<file path="src/rtl/wb_regfile_writer.sv">
// wb_regfile_writer: MEM->WB write buffer, register file strobe sequencer
// and in-flight write scoreboard. Optional bypass macro: WB_BYPASS_EN.
module wb_regfile_writer #(
    parameter int DEPTH = 2,
    parameter int CNT_W = 2
) (
    input  logic        clk,
    input  logic        reset,
    input  logic        mem_valid,
    output logic        mem_ready,
    input  logic [4:0]  mem_rd,
    input  logic        mem_regwrite,
    input  logic        mem_memtoreg,
    input  logic [31:0] mem_alu,
    input  logic [31:0] mem_rdata,
    output logic [4:0]  rf_writeregister,
    output logic [31:0] rf_data,
    output logic        rf_regwrite,
    input  logic        dec_issue,
    input  logic [4:0]  dec_rd,
    input  logic        dec_regwrite,
    input  logic [4:0]  dec_rs,
    input  logic [4:0]  dec_rt,
    output logic        hazard_stall,
    output logic        fwd_rs_hit,
    output logic        fwd_rt_hit,
    output logic [31:0] fwd_data
);
    localparam int AW = $clog2(DEPTH);
    localparam logic [AW:0] FULL = (AW+1)'(DEPTH);
    localparam logic [CNT_W-1:0] CMAX = '1;

    typedef enum logic [1:0] {IDLE, SETUP, PULSE} state_t;
    state_t state, state_nxt;

    logic [4:0]       fifo_rd   [DEPTH];
    logic [31:0]      fifo_data [DEPTH];
    logic [AW-1:0]    rd_ptr, wr_ptr;
    logic [AW:0]      count;
    logic [CNT_W-1:0] pend [32];

    logic        pop, push;
    logic        sb_inc, sb_dec;
    logic [31:0] inc_vec, dec_vec;
    logic [31:0] mem_sel;

    assign mem_sel     = mem_memtoreg ? mem_rdata : mem_alu;
    assign mem_ready   = (count < FULL) || pop;
    assign push        = mem_valid && mem_ready && mem_regwrite && (mem_rd != 5'd0);
    assign rf_regwrite = (state == PULSE);
    assign fwd_data    = rf_data;
    assign sb_inc      = dec_issue && dec_regwrite && (dec_rd != 5'd0) && !hazard_stall;
    assign sb_dec      = (state == SETUP);

    // Write sequencer: pop into SETUP, then one PULSE cycle per write
    always_comb begin
        state_nxt = state;
        pop       = 1'b0;
        case (state)
            IDLE: begin
                if (count != '0) begin
                    pop       = 1'b1;
                    state_nxt = SETUP;
                end
            end
            SETUP: state_nxt = PULSE;
            PULSE: begin
                if (count != '0) begin
                    pop       = 1'b1;
                    state_nxt = SETUP;
                end else begin
                    state_nxt = IDLE;
                end
            end
            default: state_nxt = IDLE;
        endcase
    end

    // Sequencer state register
    always_ff @(posedge clk) begin
        if (reset) state <= IDLE;
        else       state <= state_nxt;
    end

    // Write buffer storage, pointers and occupancy
    always_ff @(posedge clk) begin
        if (reset) begin
            rd_ptr <= '0;
            wr_ptr <= '0;
            count  <= '0;
        end else begin
            if (push) begin
                fifo_rd[wr_ptr]   <= mem_rd;
                fifo_data[wr_ptr] <= mem_sel;
                wr_ptr            <= wr_ptr + 1'b1;
            end
            if (pop) rd_ptr <= rd_ptr + 1'b1;
            case ({push, pop})
                2'b10:   count <= count + 1'b1;
                2'b01:   count <= count - 1'b1;
                default: count <= count;
            endcase
        end
    end

    // Register file address/data, loaded on pop and held otherwise
    always_ff @(posedge clk) begin
        if (reset) begin
            rf_writeregister <= 5'd0;
            rf_data          <= 32'd0;
        end else if (pop) begin
            rf_writeregister <= fifo_rd[rd_ptr];
            rf_data          <= fifo_data[rd_ptr];
        end
    end

    // One-hot increment/decrement requests for the scoreboard
    always_comb begin
        inc_vec = '0;
        dec_vec = '0;
        if (sb_inc) inc_vec[dec_rd] = 1'b1;
        if (sb_dec) dec_vec[rf_writeregister] = 1'b1;
    end

    // Per-register pending counters; saturate high, clamp at zero
    always_ff @(posedge clk) begin
        if (reset) begin
            for (int r = 0; r < 32; r++) pend[r] <= '0;
        end else begin
            for (int r = 1; r < 32; r++) begin
                if (inc_vec[r] && !dec_vec[r] && pend[r] != CMAX)
                    pend[r] <= pend[r] + 1'b1;
                else if (dec_vec[r] && !inc_vec[r] && pend[r] != '0)
                    pend[r] <= pend[r] - 1'b1;
            end
        end
    end

    // Retiring a write nobody announced means decode and MEM disagree
    always_ff @(posedge clk) begin
        if (!reset && sb_dec && !inc_vec[rf_writeregister])
            assert (pend[rf_writeregister] != '0);
    end

`ifdef WB_BYPASS_EN
    logic in_fifo_rs, in_fifo_rt;
`endif

    // Decode hazard detection with optional bypass of the active write
    always_comb begin
        fwd_rs_hit = 1'b0;
        fwd_rt_hit = 1'b0;
`ifdef WB_BYPASS_EN
        in_fifo_rs = 1'b0;
        in_fifo_rt = 1'b0;
        for (int i = 0; i < DEPTH; i++) begin
            if ((AW+1)'(i) < count) begin
                if (fifo_rd[rd_ptr + AW'(i)] == dec_rs) in_fifo_rs = 1'b1;
                if (fifo_rd[rd_ptr + AW'(i)] == dec_rt) in_fifo_rt = 1'b1;
            end
        end
        if (state != IDLE) begin
            fwd_rs_hit = (dec_rs == rf_writeregister) && (dec_rs != 5'd0)
                && (pend[dec_rs] == CNT_W'(1)) && !in_fifo_rs;
            fwd_rt_hit = (dec_rt == rf_writeregister) && (dec_rt != 5'd0)
                && (pend[dec_rt] == CNT_W'(1)) && !in_fifo_rt;
        end
`endif
        hazard_stall = ((pend[dec_rs] != '0) && !fwd_rs_hit)
            || ((pend[dec_rt] != '0) && !fwd_rt_hit)
            || (pend[dec_rd] == CMAX);
    end

endmodule
</file>
<file path="config.mk">
export PLATFORM = sky130hd
export DESIGN_NAME = wb_regfile_writer
export DESIGN_NICKNAME = d
export VERILOG_FILES = /design/src/rtl/wb_regfile_writer.sv
export SDC_FILE = /design/constraint.sdc
export NUM_CORES = 1
export LEC_CHECK = 0
export ABC_AREA = 1
export CAP_MARGIN = 20
export CORE_MARGIN = 1.5
export CORE_UTILIZATION = 25
export CTS_BUF_LIST = sky130_fd_sc_hd__clkbuf_8
export DETAILED_ROUTE_END_ITERATION = 8
export GPL_TIMING_DRIVEN = 0
export PLACE_DENSITY = 0.48
export SYNTH_ARGS = -nofsm -noshare
export SYNTH_HDL_FRONTEND = slang
export SYNTH_SLANG_ARGS = --single-unit
</file>
<file path="constraint.sdc">
create_clock -name clk -period 4.9 [get_ports clk]
set_clock_uncertainty 0.1 [all_clocks]
set_input_delay 0.735 -clock clk [delete_from_list [all_inputs] [get_ports clk]]
set_output_delay 0.735 -clock clk [all_outputs]
set_load 0.02 [all_outputs]
</file>
-- Word-level counts from Yosys, hierarchy flattened
Memory sizes are Yosys's and may differ from the RTL's. A register that Yosys moved wholly into a read port is not among the register bits.
Index checks and enable logic that the tools add are counted.
- bits in registers: 6
- RAM bits: 138
- input port bits: 91
- output and inout port bits: 74
- logic and storage cells: 711
- memories kept: 3
- memories (name ; depth ; width ; read ports ; clocked after Yosys merged registers in ; write ports ; RTL line ; source):
    fifo_data ; 2 ; 32 ; 1 ; 1 ; 1 ; 37 ; logic [31:0] fifo_data [DEPTH];
    pend ; 32 ; 2 ; 34 ; 0 ; 32 ; 40 ; logic [CNT_W-1:0] pend [32];
    fifo_rd ; 2 ; 5 ; 1 ; 1 ; 1 ; 36 ; logic [4:0] fifo_rd [DEPTH];
- add/subtract/negate cells: 66
- $lt $le $gt $ge: 5
- equal/unequal tests: 37
- multiplexer cells: 297
- bitwise gates (word level): 62
- reductions and logical operators: 237
- operators by type and width (operator ; number):
    $mux 1 ; 227
    $logic_and 1x1->1 ; 132
    $mux 2 ; 63
    $mux 32 ; 3
    $reduce_bool 2->1 ; 35
    $add 2x1->2 const B ; 32
    $ne 2x2->1 const B ; 32
    $sub 2x1->2 const B ; 32
    $logic_not 1->1 ; 63
    $or 1x1->1 ; 62
    $lt 5x6->1 const B ; 2
    $demux 1 s5 ; 2
    $ge 5x1->1 const B ; 2
    $reduce_bool 5->1 ; 2
    $eq 2x2->1 const B ; 3
    $pmux 2 s3 ; 1
    $eq 2x1->1 const B ; 2
    $pmux 2 s2 ; 1
    $logic_or 1x1->1 ; 3
    $add 1x1->1 const B ; 2
    $logic_not 2->1 ; 1
    $lt 2x2->1 const B ; 1
    $reduce_or 2->1 ; 1

-- Logic depth before layout (Yosys ltp)
Gate-level depths: netlist (run 1).
An unclocked memory read counts as a cell.
- depth in word-level cells: 15
- mapped depth: 19
- mapped depth without buffers: 17

-- Worst setup path before layout (run 1)
Ideal clock, no wire load.
- path type: input to register
- start: in reset
- end: mem fifo_data[1][0] (enable)
- library setup time: 0.477 ns
- arrival time: 3.888 ns
- data required time: 4.323 ns
- slack: 0.435 ns
- cell stages on the path: 4
- buffers on the path: 3
- cells stage by stage: clkbuf_1 -> clkbuf_1 -> buf_1 -> nor3_1
- longest elaborated chain between the ends: 2
- RTL lines (what ; RTL line ; source):
    start: declaration ; 8 ; input logic reset,
    $mux 1 ; 87 ; if (reset) begin
    $mux 1 (not written as such) ; 94 ; fifo_data[wr_ptr] <= mem_sel;
    end: declaration ; 37 ;
No other way between the ends.

-- Worst setup path after layout (run 1)
- start: in dec_rs[0]
- end: out hazard_stall
- longest elaborated chain between the ends: 4
- RTL lines (what ; RTL line ; source):
    start: declaration ; 22 ; input logic [4:0] dec_rs,
    $mem_v2 32x2 ; - ;
    $reduce_bool 2->1 ; 169 ; hazard_stall = ((pend[dec_rs] != '0) && !fwd_rs_hit)
    $logic_or 1x1->1 ; 170 ; || ((pend[dec_rt] != '0) && !fwd_rt_hit)
    $logic_or 1x1->1 ; 171 ; || (pend[dec_rd] == CMAX);
    end: declaration ; 24 ; output logic hazard_stall,
No other way between the ends.

==> results.md, run 1 <==
* Status: finished, final reports clean
* CTS Root Cell: clkbuf_8
* Busiest grt layer: met2
* Num CTS Buffers at 17
* Post-cts sizing count at 0
* Slew HR at roughly a third
* Post-Synth Simple-Gate Area at between 20% and 30%
* Clock sinks at 179
* Post-synth EDFFs at 136
* Unrepaired setup endpoints after global routing: no
* DR vias at roughly 9800
* Fill count at ~4400
* Largest family of logic cells by synthesized area: simple AND/OR/NAND/NOR gates
* GRT Total Usage at between 10% and 20%
* Cells taking the most area after synthesis: edfxtp_1 (39%), nand2_1 (15%), dfxtp_1 (8.3%)
* Area Growth Syn to Fin at 26.5%
* Hold WC Path Type: flop to flop
* Drt pass-1 iters at 5
* CP max FO at 10
* Row cnt at 74
* Final hold violations at 0
* Detailed Route WL at about 37 mm
* Final count of pins violating max slew at 0
* Synth warnings at 0
* Post-synthesis compound-gate area fraction at about a tenth
* Final min period at 4.57 ns
* Maximum clock rate at 0.219 GHz
* Crit path launch type: primary input
* Worst EP arrival at 3.74 ns
* Die W at 207 um
* Synthesized-area fraction occupied by adder cells at 0.362%
* Initial detailed-routing violation count at between 700 and 800
* IO Pins at 165
* Worst setup path class: primary input to output pin
* Worst-path clk slew at 0.09 ns
* Port Buffers at approximately 160
* Sequential standard cell area at slightly below 5000 um^2
* CP required at about 4 ns
* Vias in the first global route at 9445
* Crit end category: output pin
* Measured slew at the worst slew-check pin at 1.01 ns
* WL/cell at about 18 um
* Most frequent cells in the layout: nand2_1 (407), nor2_1 (169), clkdlybuf4s50_1 (158), edfxtp_1 (136), inv_1 (123)
* Die Y-Extent at 207 um
* GPL Wtd Cong at 0.976
* Pre-CTS setup slack at 0.116 ns
* Peak VDD IR at 245 uV
* Die footprint at 42800 um^2
* Asr flop ratio synth at 0%
* Most common cell after layout, fill and taps aside: nand2_1
* Top_reg_cell synth: edfxtp_1
* Mapped Area at 10400 um^2
* H-tree Lvls at 4
* Final Setup Violations at 0
* Multiplexer share of the synthesized area at 3.47%
* Skew-Pair Late Insertion Delay at between 0.4 and 0.5 ns
* Antenna Nets Post-Route at 0
* Starting Density at 25.4%
* Total negative slack at 0 ns
* Synthesized area per cell at 7.75 um^2
* Met2 usage at 29.0%
* Maximum root-to-sink buffer count at 2
* Share of the synthesized area in the top cell type at 39.3%
* Postcts setup bufs at 0
* Post-layout nets at 1620
* Period utilisation layout at ~93%
* Diode count at 0
* Final Worst Setup Slack at around 0.33 ns
* Core ar. at 40900 um^2
* Mapped Cells at 1340
* Area of the multi-input gates at 4480 um^2
* Register area share after synthesis at 47.6%
* Lkg Pwr at 5.34 nW
* Vias/cell at 4.75
* Synth Register Bits at 179
* Detailed placement HPWL at 27.8 mm
* Grt met1 use at 23.4%
* # Max-Cap Violations at 0
* Share of layout cells above drive strength 1 at 8.97%
* GR Util met3 at 3.61%
* Pin count of the biggest net entering global routing at 21
* Initial antenna violation count at 2
* # hold bufs at CTS at 0
* CTS tree: done
* Pwr dens at roughly 360 nW/um^2
* First-pass GRT wire length at 55.6 mm
* Post-synth top area cell: edfxtp_1
* Unique masters post-synth at 32
* Total congestion overflow at 0
* Post-Synth XOR/XNOR Area at 1.01%
* # DRC at 0
-- cells by family after synthesis --
logic type      Yosys count
buf+inv                 210
fa+ha+maj                 3
mux                      32
flops                   179
other cells               1
xor+xnor                 12
compound gates          174
simple gates            729
-- registers in the layout, indices dropped and copies added (netlist names) --
register          count
fifo_rd              10
state                 2
fwd_data             32
rd_ptr                1
wr_ptr                1
rf_writeregister      5
pend                 62
fifo_data            64
count                 2
-- power by group --
group	leakage (nW)	total, mW	internal [mW]	switching [mW]
Clock	0.210	1.05	0.434	0.618
Sequential	1.66	1.99	1.82	0.177
Combinational	3.47	1.72	0.696	1.02
-- Yosys cell counts, types with 3 or more instances --
master / count
buf_2: 6
mux2_2: 32
a211oi_1: 16
a31oi_1: 37
xor2_1: 10
a21oi_1: 49
o21ai_0: 55
buf_6: 5
inv_1: 121
nor2_1: 171
nand2_2: 11
dfxtp_1: 43
nor3_1: 35
ha_1: 3
buf_1: 5
o21ai_1: 10
edfxtp_1: 136
clkbuf_1: 31
nand2_1: 407
buf_4: 38
nor4_1: 17
nand3_1: 83
o211ai_1: 7
-- area by class of cell --
class	instances	share of cell area (%)
tap	532	5.07
clock inverter	14	1.11
clock buffer	18	1.89
sequential	179	37.7
inverter	125	3.57
buffer	85	3.86
multi-input combinational	952	34.1
timing repair buffer	166	12.7
-- final timing paths --
check | start | end | slack (ns) | depth (start not counted)
min reg2reg | wr_ptr | wr_ptr | 0.37 | 2
min | wr_ptr | wr_ptr | 0.37 | 2
max | dec_rs[0] | hazard_stall | 0.33 | 13
max reg2reg | pend[13][0] | pend[18][0] | 1.75 | 12
-- metal layers --
metal | up-vias | share of wire, %
li1 | 4786 | -
met1 | 4616 | 45
met2 | 378 | 46
met3 | 47 | 7.4
met4 | 4 | 1.9
met5 | - | 0.067
-- worst max-delay path: stages --
cell and delay (ns):
clkdlybuf4s50_1 0.56, clkinv_1 0.38, nor2_1 0.38, nand2_1 0.08, nand2_1 0.07, nor2_1 0.04, nand2_1 0.07, nand3_1 0.08
nand3_1 0.09, nand3_1 0.15, nor2_2 0.47, inv_1 0.08, clkdlybuf4s50_1 0.55
-- through the flow --
stage	instances	total power, mW	hold slack [ns]	utilization (%)	cell area [um^2]
final	2071	4.76	0.370	32.1	13100
after CTS	2070	4.82	0.373	32.1	13100
after global routing	2071	5.02	0.392	32.1	13100
after global placement	2031	3.73	0.348	30.9	12600
after detailed placement	2038	3.75	0.360	31.1	12700
after floorplan	1341	2.93	0.340	-	10400
No activity file was read; power rests on OpenSTA's default activity.
==> run 2, diff against run 1 <==
--- a/config.mk
+++ b/config.mk
@@ -13,6 +13,7 @@
 export DETAILED_ROUTE_END_ITERATION = 8
 export GPL_TIMING_DRIVEN = 0
 export PLACE_DENSITY = 0.48
+export SKIP_LAST_GASP = 1
 export SYNTH_ARGS = -nofsm -noshare
 export SYNTH_HDL_FRONTEND = slang
 export SYNTH_SLANG_ARGS = --single-unit
==> results of run 2 <==
No change in the layout: final DEF, timing and power equal those of run 1.
==> run 3, diff against run 2 <==
--- a/config.mk
+++ b/config.mk
@@ -13,6 +13,7 @@
 export DETAILED_ROUTE_END_ITERATION = 8
 export GPL_TIMING_DRIVEN = 0
 export PLACE_DENSITY = 0.48
+export REMOVE_ABC_BUFFERS = 1
 export SKIP_LAST_GASP = 1
 export SYNTH_ARGS = -nofsm -noshare
 export SYNTH_HDL_FRONTEND = slang
==> run 3 against run 2 <==
Effect of this change:
- maximum frequency decreased by 2.3%
- die area unchanged
- count of clock-buffer cells in the layout decreased by 1
- critical path depth unchanged
- core utilization decreased by 0.88 points
==> results.md, run 3 (synthesis results as in run 1) <==
* Status: finished, final reports clean
* CTS Root Cell: clkbuf_8
* Pwr dens at 355 nW/um^2
* Die W at 207 um
* Most common cell after layout, fill and taps aside: nand2_1
* Num CTS Buffers at 17
* Diode count at 0
* Most frequent cells in the layout: nand2_1 (407), nor2_1 (169), clkdlybuf4s50_1 (158), edfxtp_1 (136), inv_1 (121)
* Detailed placement HPWL at 23.2 mm
* Worst-path clk slew at around 0.10 ns
* Hold Crit Start: wr_ptr
* Worst R2R Path Depth at 6
* Measured slew at the worst slew-check pin at just under 1 ns
* # hold bufs at CTS at 0
* Die Y-Extent at 207 um
* Pin count of the biggest net entering global routing at 49
* Worst EP arrival at between 3 and 4 ns
* Cell Area, Placed at 12400 um^2
* Area Growth Syn to Fin at 23.0%
* Die footprint at between 40000 and 50000 um^2
* Number of flip-flops in the largest register at 64
* Slew HR at 33.8%
* Hold WC Path Type: flop to flop
* Final min period at 4.68 ns
* Row cnt at 74
* IO Pins at 165
* Unrepaired setup endpoints after global routing: no
* Fill count at 4382
* WL/cell at 16.2 um
* CTS tree: done
* CP required at 4.07 ns
* Crit path launch type: primary input
* Antenna Nets Post-Route at 0
* Final count of pins violating max slew at 0
* Vias/cell at roughly 4.6
* Pwr Total at 4.54 mW
* Fin cells at between 1500 and 2000
* Initial antenna violation count at 2
* Worst setup path class: primary input to output pin
* DP Cell Count at 1962
* H-tree Lvls at 4
* Post-layout nets at 1544
* FF-to-FF setup slack at 1.76 ns
* Util after Layout at 31.2%
* Core ar. at 40900 um^2
* First-pass GRT wire length at between 40 and 50 mm
* Hold endpoint: wr_ptr
* Final Setup Violations at 0
* Clock sinks at around 180
* # Max-Cap Violations at 0
* Total congestion overflow at 0
* CP max FO at 10
* Drt pass-1 iters at 5
* Port Buffers at 162
* Starting Density at 25.4%
* Hold-critical path depth at 2
* Skew-Pair Late Insertion Delay at 0.51 ns
* Post-route cell area at 12800 um^2
* Initial detailed-routing violation count at slightly above 600
* GPL Wtd Cong at about 0.91
* Peak VDD IR at 171 uV
* GRT Total Usage at approximately 16%
* # DRC at 0
* Maximum root-to-sink buffer count at 2
* Crit end category: output pin
* Final hold violations at 0
* Period utilisation layout at 95.5%
* Reg2reg end: pend[27][1]
* Detailed Route WL at 32.4 mm
* Critical R2R Launch: state[0]
* Share of layout cells above drive strength 1 at 6.84%
* DR vias at 9219
* Lkg Pwr at 5.09 nW
* Maximum clock rate at 0.214 GHz
* Vias in the first global route at approximately 9000
* Reg with most FFs: fifo_data
==> run 3: cell count changes in the layout (fill, tap and decap cells not counted), sizes merged <==
| cell | before | now |
|---|---|---|
| inv | 132 | 130 |
| clkdlybuf4s15 | 0 | 1 |
| bufinv | 1 | 0 |
| clkbuf | 50 | 18 |
| buf | 61 | 15 |
| clkinvlp | 0 | 4 |
==> run 3: critical path, stage by stage <==
cell             delay (ns)
clkdlybuf4s50_1        0.79
inv_1                  0.33
nand2_1                0.29
nor2_1                 0.06
nor2_1                 0.10
nand3_1                0.13
nand3_1                0.12
nand2_1                0.06
nand2_1                0.05
nand3_1                0.14
nor2_2                 0.40
inv_1                  0.07
clkdlybuf4s50_1        0.55
==> run 3: worst max-delay path by stage <==
stage / startpoint / end / slack, ns
final: dec_rs[1] / hazard_stall / 0.22
after global placement: count[0] / fifo_data[1][20] / -5.32
after CTS: dec_rs[1] / hazard_stall / 0.08
after floorplan: count[0] / fifo_data[1][0] / -1.87
after global routing: dec_rs[1] / hazard_stall / 0.13
after detailed placement: dec_rd[1] / hazard_stall / -0.31
==> run 3: layer usage <==
metal,GRT usage (%),vias up,routed length (um)
li1,-,4638,-
met2,25.6,297,14600
met1,20.0,4228,14800
met4,5.01,4,809
met5,0,-,27
met3,3.52,52,2120
==> run 3: per-stage QoR <==
stage | setup slack, ns | TNS, ns | hold WS, ns
after floorplan | -1.87 | -100.48 | 0.334
after global placement | -5.32 | -651.54 | 0.349
after detailed placement | -0.308 | -11.02 | 0.358
after CTS | 0.0793 | 0 | 0.375
after global routing | 0.134 | 0 | 0.421
final | 0.221 | 0 | 0.372
==> run 3: power breakdown <==
group | total (mW) | internal, mW | switching (mW)
Clock | 0.981 | 0.364 | 0.617
Combinational | 1.54 | 0.632 | 0.906
Sequential | 2.02 | 1.82 | 0.201
Total | 4.54 | 2.81 | 1.72
==> run 3: final cells by class <==
type	instances	area, um^2	area share, %
multi-input combinational	952	4490	35.2
inverter	125	474	3.71
clock inverter	15	124	0.970
clock buffer	17	234	1.83
timing repair buffer	175	1830	14.4
sequential	179	4950	38.7
tap	532	666	5.21
==> run 3: timing repair <==
| action | 4_1_cts | 5_1_grt |
|---|---|---|
| endpoints found under the setup margin | 1 | 1 |
| setup buffers | 0 | 0 |
| resized for setup | 4 | 2 |
| cloned | 0 | 0 |
